### src/rtl/multdiv_pkg.sv
// Shared types and default sizing for the multiply/divide sequencing controller.
package multdiv_pkg;

    localparam int unsigned STEP_W     = 6;
    localparam int unsigned MULT_STEPS = 16;
    localparam int unsigned DIV_STEPS  = 32;

    typedef enum logic [1:0] {
        ST_IDLE = 2'd0,
        ST_LOAD = 2'd1,
        ST_RUN  = 2'd2,
        ST_DONE = 2'd3
    } state_e;

endpackage

### src/rtl/multdiv_step_counter.sv
// Step counter for the multdiv datapath: up count with sync clear and a terminal compare.
module multdiv_step_counter #(
    parameter int unsigned STEP_W = 6
) (
    input  logic              clk,
    input  logic              rst_n,
    input  logic              clr,
    input  logic              en,
    input  logic [STEP_W-1:0] limit,
    output logic [STEP_W-1:0] cnt,
    output logic              term_c
);

    always_ff @(posedge clk or negedge rst_n) begin
        if (!rst_n) begin
            cnt <= '0;
        end else if (clr) begin
            cnt <= '0;
        end else if (en) begin
            cnt <= cnt + STEP_W'(1);
        end
    end

    // Equality against N-1 also covers N == 2^STEP_W, where the limit is all-ones.
    assign term_c = (cnt == limit);

endmodule

### src/rtl/multdiv_ctrl.sv
// Sequencing controller for the iterative multiply/divide unit: LOAD, N step cycles, DONE pulse.
module multdiv_ctrl
    import multdiv_pkg::*;
#(
    parameter int unsigned STEP_W     = multdiv_pkg::STEP_W,
    parameter int unsigned MULT_STEPS = multdiv_pkg::MULT_STEPS,
    parameter int unsigned DIV_STEPS  = multdiv_pkg::DIV_STEPS
) (
    input  logic              clk,
    input  logic              clr_n,
    input  logic              ctrl_mult,
    input  logic              ctrl_div,
    input  logic              dbz_i,
    input  logic              ovf_i,
    output logic              load_o,
    output logic              step_en_o,
    output logic              op_div_o,
    output logic [STEP_W-1:0] step_cnt_o,
    output logic              busy_o,
    output logic              result_rdy_o,
    output logic              exception_o
);

    localparam logic [STEP_W-1:0] MULT_LAST = STEP_W'(MULT_STEPS - 1);
    localparam logic [STEP_W-1:0] DIV_LAST  = STEP_W'(DIV_STEPS - 1);

    state_e state_q, state_d;
    logic   op_d;
    logic   exc_q, exc_d;
    logic   req;
    logic   cnt_clr, cnt_en, cnt_term;
    logic [STEP_W-1:0] cnt_limit;

    assign req       = ctrl_mult | ctrl_div;
    assign cnt_limit = op_div_o ? DIV_LAST : MULT_LAST;
    assign cnt_clr   = (state_q == ST_LOAD);
    assign cnt_en    = (state_q == ST_RUN) && !cnt_term;

    multdiv_step_counter #(
        .STEP_W (STEP_W)
    ) u_step_counter (
        .clk    (clk),
        .rst_n  (clr_n),
        .clr    (cnt_clr),
        .en     (cnt_en),
        .limit  (cnt_limit),
        .cnt    (step_cnt_o),
        .term_c (cnt_term)
    );

    // Next state, op latch and exception latch; a new request always restarts in LOAD.
    always_comb begin
        state_d = state_q;
        op_d    = op_div_o;
        exc_d   = exc_q;
        if (req) begin
            state_d = ST_LOAD;
            op_d    = ctrl_div & ~ctrl_mult;
            exc_d   = 1'b0;
        end else begin
            case (state_q)
                ST_IDLE: state_d = ST_IDLE;
                ST_LOAD: begin
                    if (dbz_i && op_div_o) begin
                        state_d = ST_DONE;
                        exc_d   = 1'b1;
                    end else begin
                        state_d = ST_RUN;
                    end
                end
                ST_RUN: begin
                    if (cnt_term) begin
                        state_d = ST_DONE;
                        if (!op_div_o) exc_d = ovf_i;
                    end
                end
                ST_DONE: state_d = ST_IDLE;
                default: state_d = ST_IDLE;
            endcase
        end
    end

    // Outputs are registered from the next state so they line up with the state they describe.
    always_ff @(posedge clk or negedge clr_n) begin
        if (!clr_n) begin
            state_q      <= ST_IDLE;
            op_div_o     <= 1'b0;
            exc_q        <= 1'b0;
            load_o       <= 1'b0;
            step_en_o    <= 1'b0;
            busy_o       <= 1'b0;
            result_rdy_o <= 1'b0;
            exception_o  <= 1'b0;
        end else begin
            state_q      <= state_d;
            op_div_o     <= op_d;
            exc_q        <= exc_d;
            load_o       <= (state_d == ST_LOAD);
            step_en_o    <= (state_d == ST_RUN);
            busy_o       <= (state_d == ST_LOAD) || (state_d == ST_RUN);
            result_rdy_o <= (state_d == ST_DONE);
            exception_o  <= (state_d == ST_DONE) && exc_d;
        end
    end

endmodule

### config.mk
export PLATFORM = sky130hd
export DESIGN_NAME = multdiv_ctrl
export DESIGN_NICKNAME = d
export VERILOG_FILES = /design/src/rtl/multdiv_pkg.sv /design/src/rtl/multdiv_step_counter.sv /design/src/rtl/multdiv_ctrl.sv
export SDC_FILE = /design/constraint.sdc
export NUM_CORES = 1
export LEC_CHECK = 0
export ABC_AREA = 1
export CAP_MARGIN = 10
export CORE_ASPECT_RATIO = 2
export CORE_MARGIN = 2
export CORE_UTILIZATION = 35
export CTS_CLUSTER_DIAMETER = 60
export DETAILED_ROUTE_END_ITERATION = 10
export HOLD_SLACK_MARGIN = 0.12
export MAX_ROUTING_LAYER = met4
export SKIP_CTS_REPAIR_TIMING = 1
export SLEW_MARGIN = 20
export SYNTH_ARGS = -nofsm -noshare
export SYNTH_HDL_FRONTEND = slang
export SYNTH_HIERARCHICAL = 1
export SYNTH_SLANG_ARGS = --single-unit
export TNS_END_PERCENT = 100
### constraint.sdc
create_clock -name clk -period 2.3 [get_ports clk]
set_clock_uncertainty 0.2 [all_clocks]
set_input_delay 0.575 -clock clk [delete_from_list [all_inputs] [get_ports clk]]
set_output_delay 0.575 -clock clk [all_outputs]
set_load 0.01 [all_outputs]
# [Yosys cells after proc, flatten, opt, wreduce, memory -nomap -nowiden]
# Cells that the tools add are included.
[totals] output_inout_bits=12 inputBits=6 latch_bits=0 mem_count=0 mem_bits_rw=0 romBits=0 elab_cells=40 regBits=15
[classes] reduce_logical=8 n_div=0 n_shift=0 n_mul=0 n_bitwise=3 n_addsub=1 eq_ne=7 n_lt_le_gt_ge=0 mux=12
[op_table] op="$mux W6" count=2
[op_table] op="$eq A2 B2 Y1 const B" count=4
[op_table] op="$add A6 B1 Y6 const B" count=1
[op_table] op="$eq A6 B5 Y1" count=1
[op_table] op="$pmux W2 S3" count=1
[op_table] op="$mux W1" count=5
[op_table] op="$mux W5" count=1
[op_table] op="$eq A2 B1 Y1 const B" count=2
[op_table] op="$mux W2" count=2
[op_table] op="$logic_and A1 B1 Y1" count=3
[op_table] op="$logic_not A2 Y1" count=1
[op_table] op="$pmux W1 S2" count=1
[op_table] op="$reduce_bool A2 Y1" count=1
[op_table] op="$reduce_or A2 Y1" count=1
[op_table] op="$and A1 B1 Y1" count=1
[op_table] op="$logic_not A1 Y1" count=1
[op_table] op="$logic_or A1 B1 Y1" count=1
[op_table] op="$not A1 Y1" count=1
[op_table] op="$or A1 B1 Y1" count=1

# [Depth between registers and ports, before layout]
# Gate-level depths: netlist (run 1).
[depth] word_depth=7 depth_mapped=13 ltp_nobuf=13

# [Modules after synthesis]
# Netlist (run 1), hierarchy kept.
[by_module_without_submodules] mod="multdiv_ctrl" area_each_um2=462.9 cells_per_inst=52 n_inst=1 seq_area_each_um2=225.2
[by_module_without_submodules] mod="multdiv_step_counter" area_each_um2=445.4 cells_per_inst=62 n_inst=1 seq_area_each_um2=150.1

# [Least setup slack after synthesis (run 1)]
# OpenSTA, ideal clock, no wires.
[synth_timing] path_kind="register to register" startpoint="register u_step_counter.cnt[4]" endpoint="register exception_o" setup_time_ns=0.117 setup_slack_ns=0.475 synth_period_minus_slack_ns=1.825 t_arrival_ns=1.507 stages_incl_launch_ff=12 required_time_ns=1.983 n_path_buf=0 path_cell_list="dfrtp_1 -> inv_1 -> or2_2 -> nand4_1 -> nor2_2 -> inv_1 -> a21oi_1 -> nor3_2 -> inv_1 -> ha_1 -> inv_1 -> a21oi_2"
[synth_via] elab_chain_len=6 word_cells_on_any_way=9 cone_classes="2 x eq/ne; 6 x mux; 1 x reduce/logical"
[synth_lines] item="start, declared" line="multdiv_step_counter.sv:10" text="output logic [STEP_W-1:0] cnt,"
[synth_lines] item="start signal, assigned" line="multdiv_step_counter.sv:20" text="cnt <= cnt + STEP_W'(1);"
[synth_lines] item="$eq A6 B5 Y1" line="multdiv_step_counter.sv:25" text="assign term_c = (cnt == limit);"
[synth_lines] item="net cnt_term" line="multdiv_ctrl.sv:31" text="logic cnt_clr, cnt_en, cnt_term;"
[synth_lines] item="$mux W2" line="multdiv_ctrl.sv:72" text="if (cnt_term) begin"
[synth_lines] item="$pmux W2 S3" line="multdiv_ctrl.sv:61" text="case (state_q)"
[synth_lines] item="$mux W2" line="multdiv_ctrl.sv:56" text="if (req) begin"
[synth_lines] item="net state_d[0]" line="multdiv_ctrl.sv:27" text="state_e state_q, state_d;"
[synth_lines] item="$eq A2 B2 Y1" line="multdiv_ctrl.sv:102" text="exception_o <= (state_d == ST_DONE) && exc_d;"
[synth_lines] item="$logic_and A1 B1 Y1" line="multdiv_ctrl.sv:102"
[synth_lines] item="end signal, assigned" line="multdiv_ctrl.sv:102"
[synth_lines] item="end, declared" line="multdiv_ctrl.sv:21" text="output logic exception_o"
# The timed path passes the listed nets, and every way through them passes these cells.
# A chain may end at the register's enable or synchronous reset.

# [Final worst setup path (run 1)]
[layout_timing] startpoint="register u_step_counter.cnt[2]" endpoint="output step_cnt_o[2]"
[layout_lines] item="end, declared" line="multdiv_ctrl.sv:18" text="output logic [STEP_W-1:0] step_cnt_o,"
# No word-level cell between the ends.

==> results.yml, run 1 <==
outcome:
  status: "finished clean"
synth:
  netlist_area_sq_um: 908
  yosysMostFrequentCell: "inv_1"
  yosys_warnings: 6
  yosys.area.top_type: "dfrtp_1"
  postSynthAreaPerCell_sq_um: 7.97
  synth_cell_types: 23
  ys_seq_elements: 15
  yosys-top-cells-area: "dfrtp_1 (41%), inv_1 (10%), nand2_1 (9.5%), ha_1 (8.3%), nand4_1 (4.1%)"
  synthCells: 114
  synthFlopType: "dfrtp_1"
  synth_edf_count: 0
  yosysSeqAreaShare_pct: 41.3
  ys_async_sr_fraction_pct: 100
  synth_top_area_share_pct: 41.3
  yosys-top-cells-count: "inv_1 (25), nand2_1 (23), dfrtp_1 (15), ha_1 (6), nand4_1 (6)"
setup_path:
  startpoint_type: "flip-flop"
  cpPeakStageDelay_ns: 0.59
  crit_cells: 1
  cp_data_arrival_time_ns: 1.33
  cp_data_required_time_ns: 1.52
  r2r_cells: 13
  crit_slowest_cell: "clkdlybuf4s50_1"
  timing_worst_setup_path_type: "reg -> out"
  path_cells: "clkdlybuf4s50_1"
  path_buf_inv: 1
  cp_top_family: "buffers and inverters"
  path_max_fanout: 8
  worst_setup_path_end_kind: "output pin"
timing:
  hold_violations: 0
  finalSetupViolCount: 0
  rsz0062_at_grt: "false"
  finalCritPeriodShare_pct: 91.3
  drv_slew: 0
  final.min_clock_period_ns: 2.10
  fin_ws_ns: 0.199
  tns_ns: 0
  fmax_mhz: 476
power:
  p_leak_uw: 0.000606
  swShare_pct: 26.2
  internal_power_uw: 434
  p_clk_share_pct: 37.6
  p_total_uw: 588
  power_frac_comb_pct: 14.9
  p_per_area_mw_per_mm2: 493
  switchingPower_uw: 154
  irDropWorstVdd_v: 0.000408
  power_frac_seq_pct: 47.5
floorplanning:
  io-pin-count: 18
  die_area_sq_mm: 0.00304
  core_sq_mm: 0.00250
  die_w_um: 40.0
  floorplan.initialDensity_pct: 36.3
  num_rows: 26
  die_h_um: 76.0
clock_network:
  cts.sinks: 15
  cts_root_buffer: "clkbuf_8"
  htreeDepth: 1
  clk_pin_slew_worst_paths_ns: 0.06
  numCtsBuffers: 3
  clkLatencyLatePin_ns: 0.25
  cts_tree: "done"
  cts_buffer_depth: 2
cells_and_area:
  nFillCells: 268
  fin_cells: 170
  antennaDiodeCount: 0
  areaGrowthSynthToFinish_pct: 31.3
  drive_gt1_share_pct: 14.1
  nets: 155
routing:
  ant_nets: 0
  viasPerCell: 4.48
  vias: 761
  route.detailed.drc: 0
  drt_iter0_drc: 16
  firstDrtPassIters: 4
  finalWirelength_um: 1800
  wl_per_cell_um: 10.6
placed_design:
  routabilityCongestion: 0.723
  port_buffers: 17
  hpwl_um: 1450
  place_ws_ns: 0.166
  place_inst: 166
global_routing:
  grt-ovfl-total: 0
  grt_max_degree: 16
  antenna_found_initial: 0
  grt_pass1_wl_um: 3140
  first_global_vias: 764
  grt_usage_pct: 15.3
hold_path:
  min_path_type: "reg -> reg"
  holdPathStages: 3
run:
  drv_cap: 0
==> logic make-up after synthesis <==
family          Yosys count  share of synthesized area, %
flops                    15                          41.3
buf+inv                  27                          11.6
xor+xnor                  2                          1.93
simple gates             54                          31.3
fa+ha+maj                 6                          8.26
other cells               2                         0.827
compound gates            8                          4.82
==> cell type report <==
class	count	area (sq um)	share of cell area, %
Clock buffer	3	41.3	3.46
Multi-Input combinational cell	78	450	37.8
Inverter	26	97.6	8.18
Tap cell	28	35.0	2.94
Sequential cell	15	375	31.5
Clock inverter	1	7.51	0.630
Timing Repair Buffer	19	185	15.5
==> worst paths after layout <==
kind	start	to	slack (ns)
max reg2reg	u_step_counter/cnt[0]$_DFFE_PN0P_	exception_o$_DFF_PN0_	0.31
max	u_step_counter/cnt[2]$_DFFE_PN0P_	step_cnt_o[2]	0.20
min in group asynchronous	clr_n	op_div_o$_DFFE_PN0P_	0.43
min	u_step_counter/cnt[5]$_DFFE_PN0P_	u_step_counter/cnt[5]$_DFFE_PN0P_	0.39
min reg2reg	u_step_counter/cnt[5]$_DFFE_PN0P_	u_step_counter/cnt[5]$_DFFE_PN0P_	0.39
max in group asynchronous	clr_n	u_step_counter/cnt[3]$_DFFE_PN0P_	1.30
==> per-layer routing <==
layer  vias up  GRT usage [%]  routed length, um
li1        396              -                  -
met1       346           15.3                638
met2        15           25.6               1080
met3         4           2.62                 47
met4         0           8.28                 36
met5         -              -                  0
==> placed cells by master (no fill, tap or decap), drive strengths merged <==
cell type,n
a21oi,5
buf,2
clkbuf,3
clkdlybuf4s50,17
clkinvlp,1
conb,8
dfrtp,15
ha,6
inv,26
nand2,26
nand3,6
nand4,6
nor2,10
nor3,2
nor3b,1
o21ai,3
or2,3
xor2,2
==> sequential cells by signal, summed over array words and instances, names as in the netlist <==
signal and cells:
step_en_o 1, op_div_o 1, exc_q 1, load_o 1, state_q 2, u_step_counter/cnt 6
busy_o 1, exception_o 1, result_rdy_o 1
==> power groups by stage <==
stage	logic, uW	registers [uW]	clock network (uW)
after global routing	98.3	281	241
after CTS	89.1	280	228
final	87.4	279	221
after floorplan	44.7	287	0
after detailed placement	88.6	284	0
after global placement	87.6	284	0
==> through the flow <==
stage               hold slack, ns  util, %  instance area (sq um)
finish                       0.387     47.6                   1190
global route                 0.424     47.6                   1190
CTS                          0.399     47.6                   1190
detailed placement           0.390     45.7                   1140
global placement             0.377     45.7                   1140
floorplan                   0.0794        -                    931
Note: power is estimated with default switching activity, not from simulation.
==> run 2: changes to the inputs <==
--- a/config.mk
+++ b/config.mk
@@ -11,6 +11,7 @@
 export CORE_MARGIN = 2
 export CORE_UTILIZATION = 35
 export CTS_CLUSTER_DIAMETER = 60
+export CTS_CLUSTER_SIZE = 14
 export DETAILED_ROUTE_END_ITERATION = 10
 export HOLD_SLACK_MARGIN = 0.12
 export MAX_ROUTING_LAYER = met4
==> results of run 2 <==
Same layout as run 1: the final DEF is identical, and so are final timing and power.
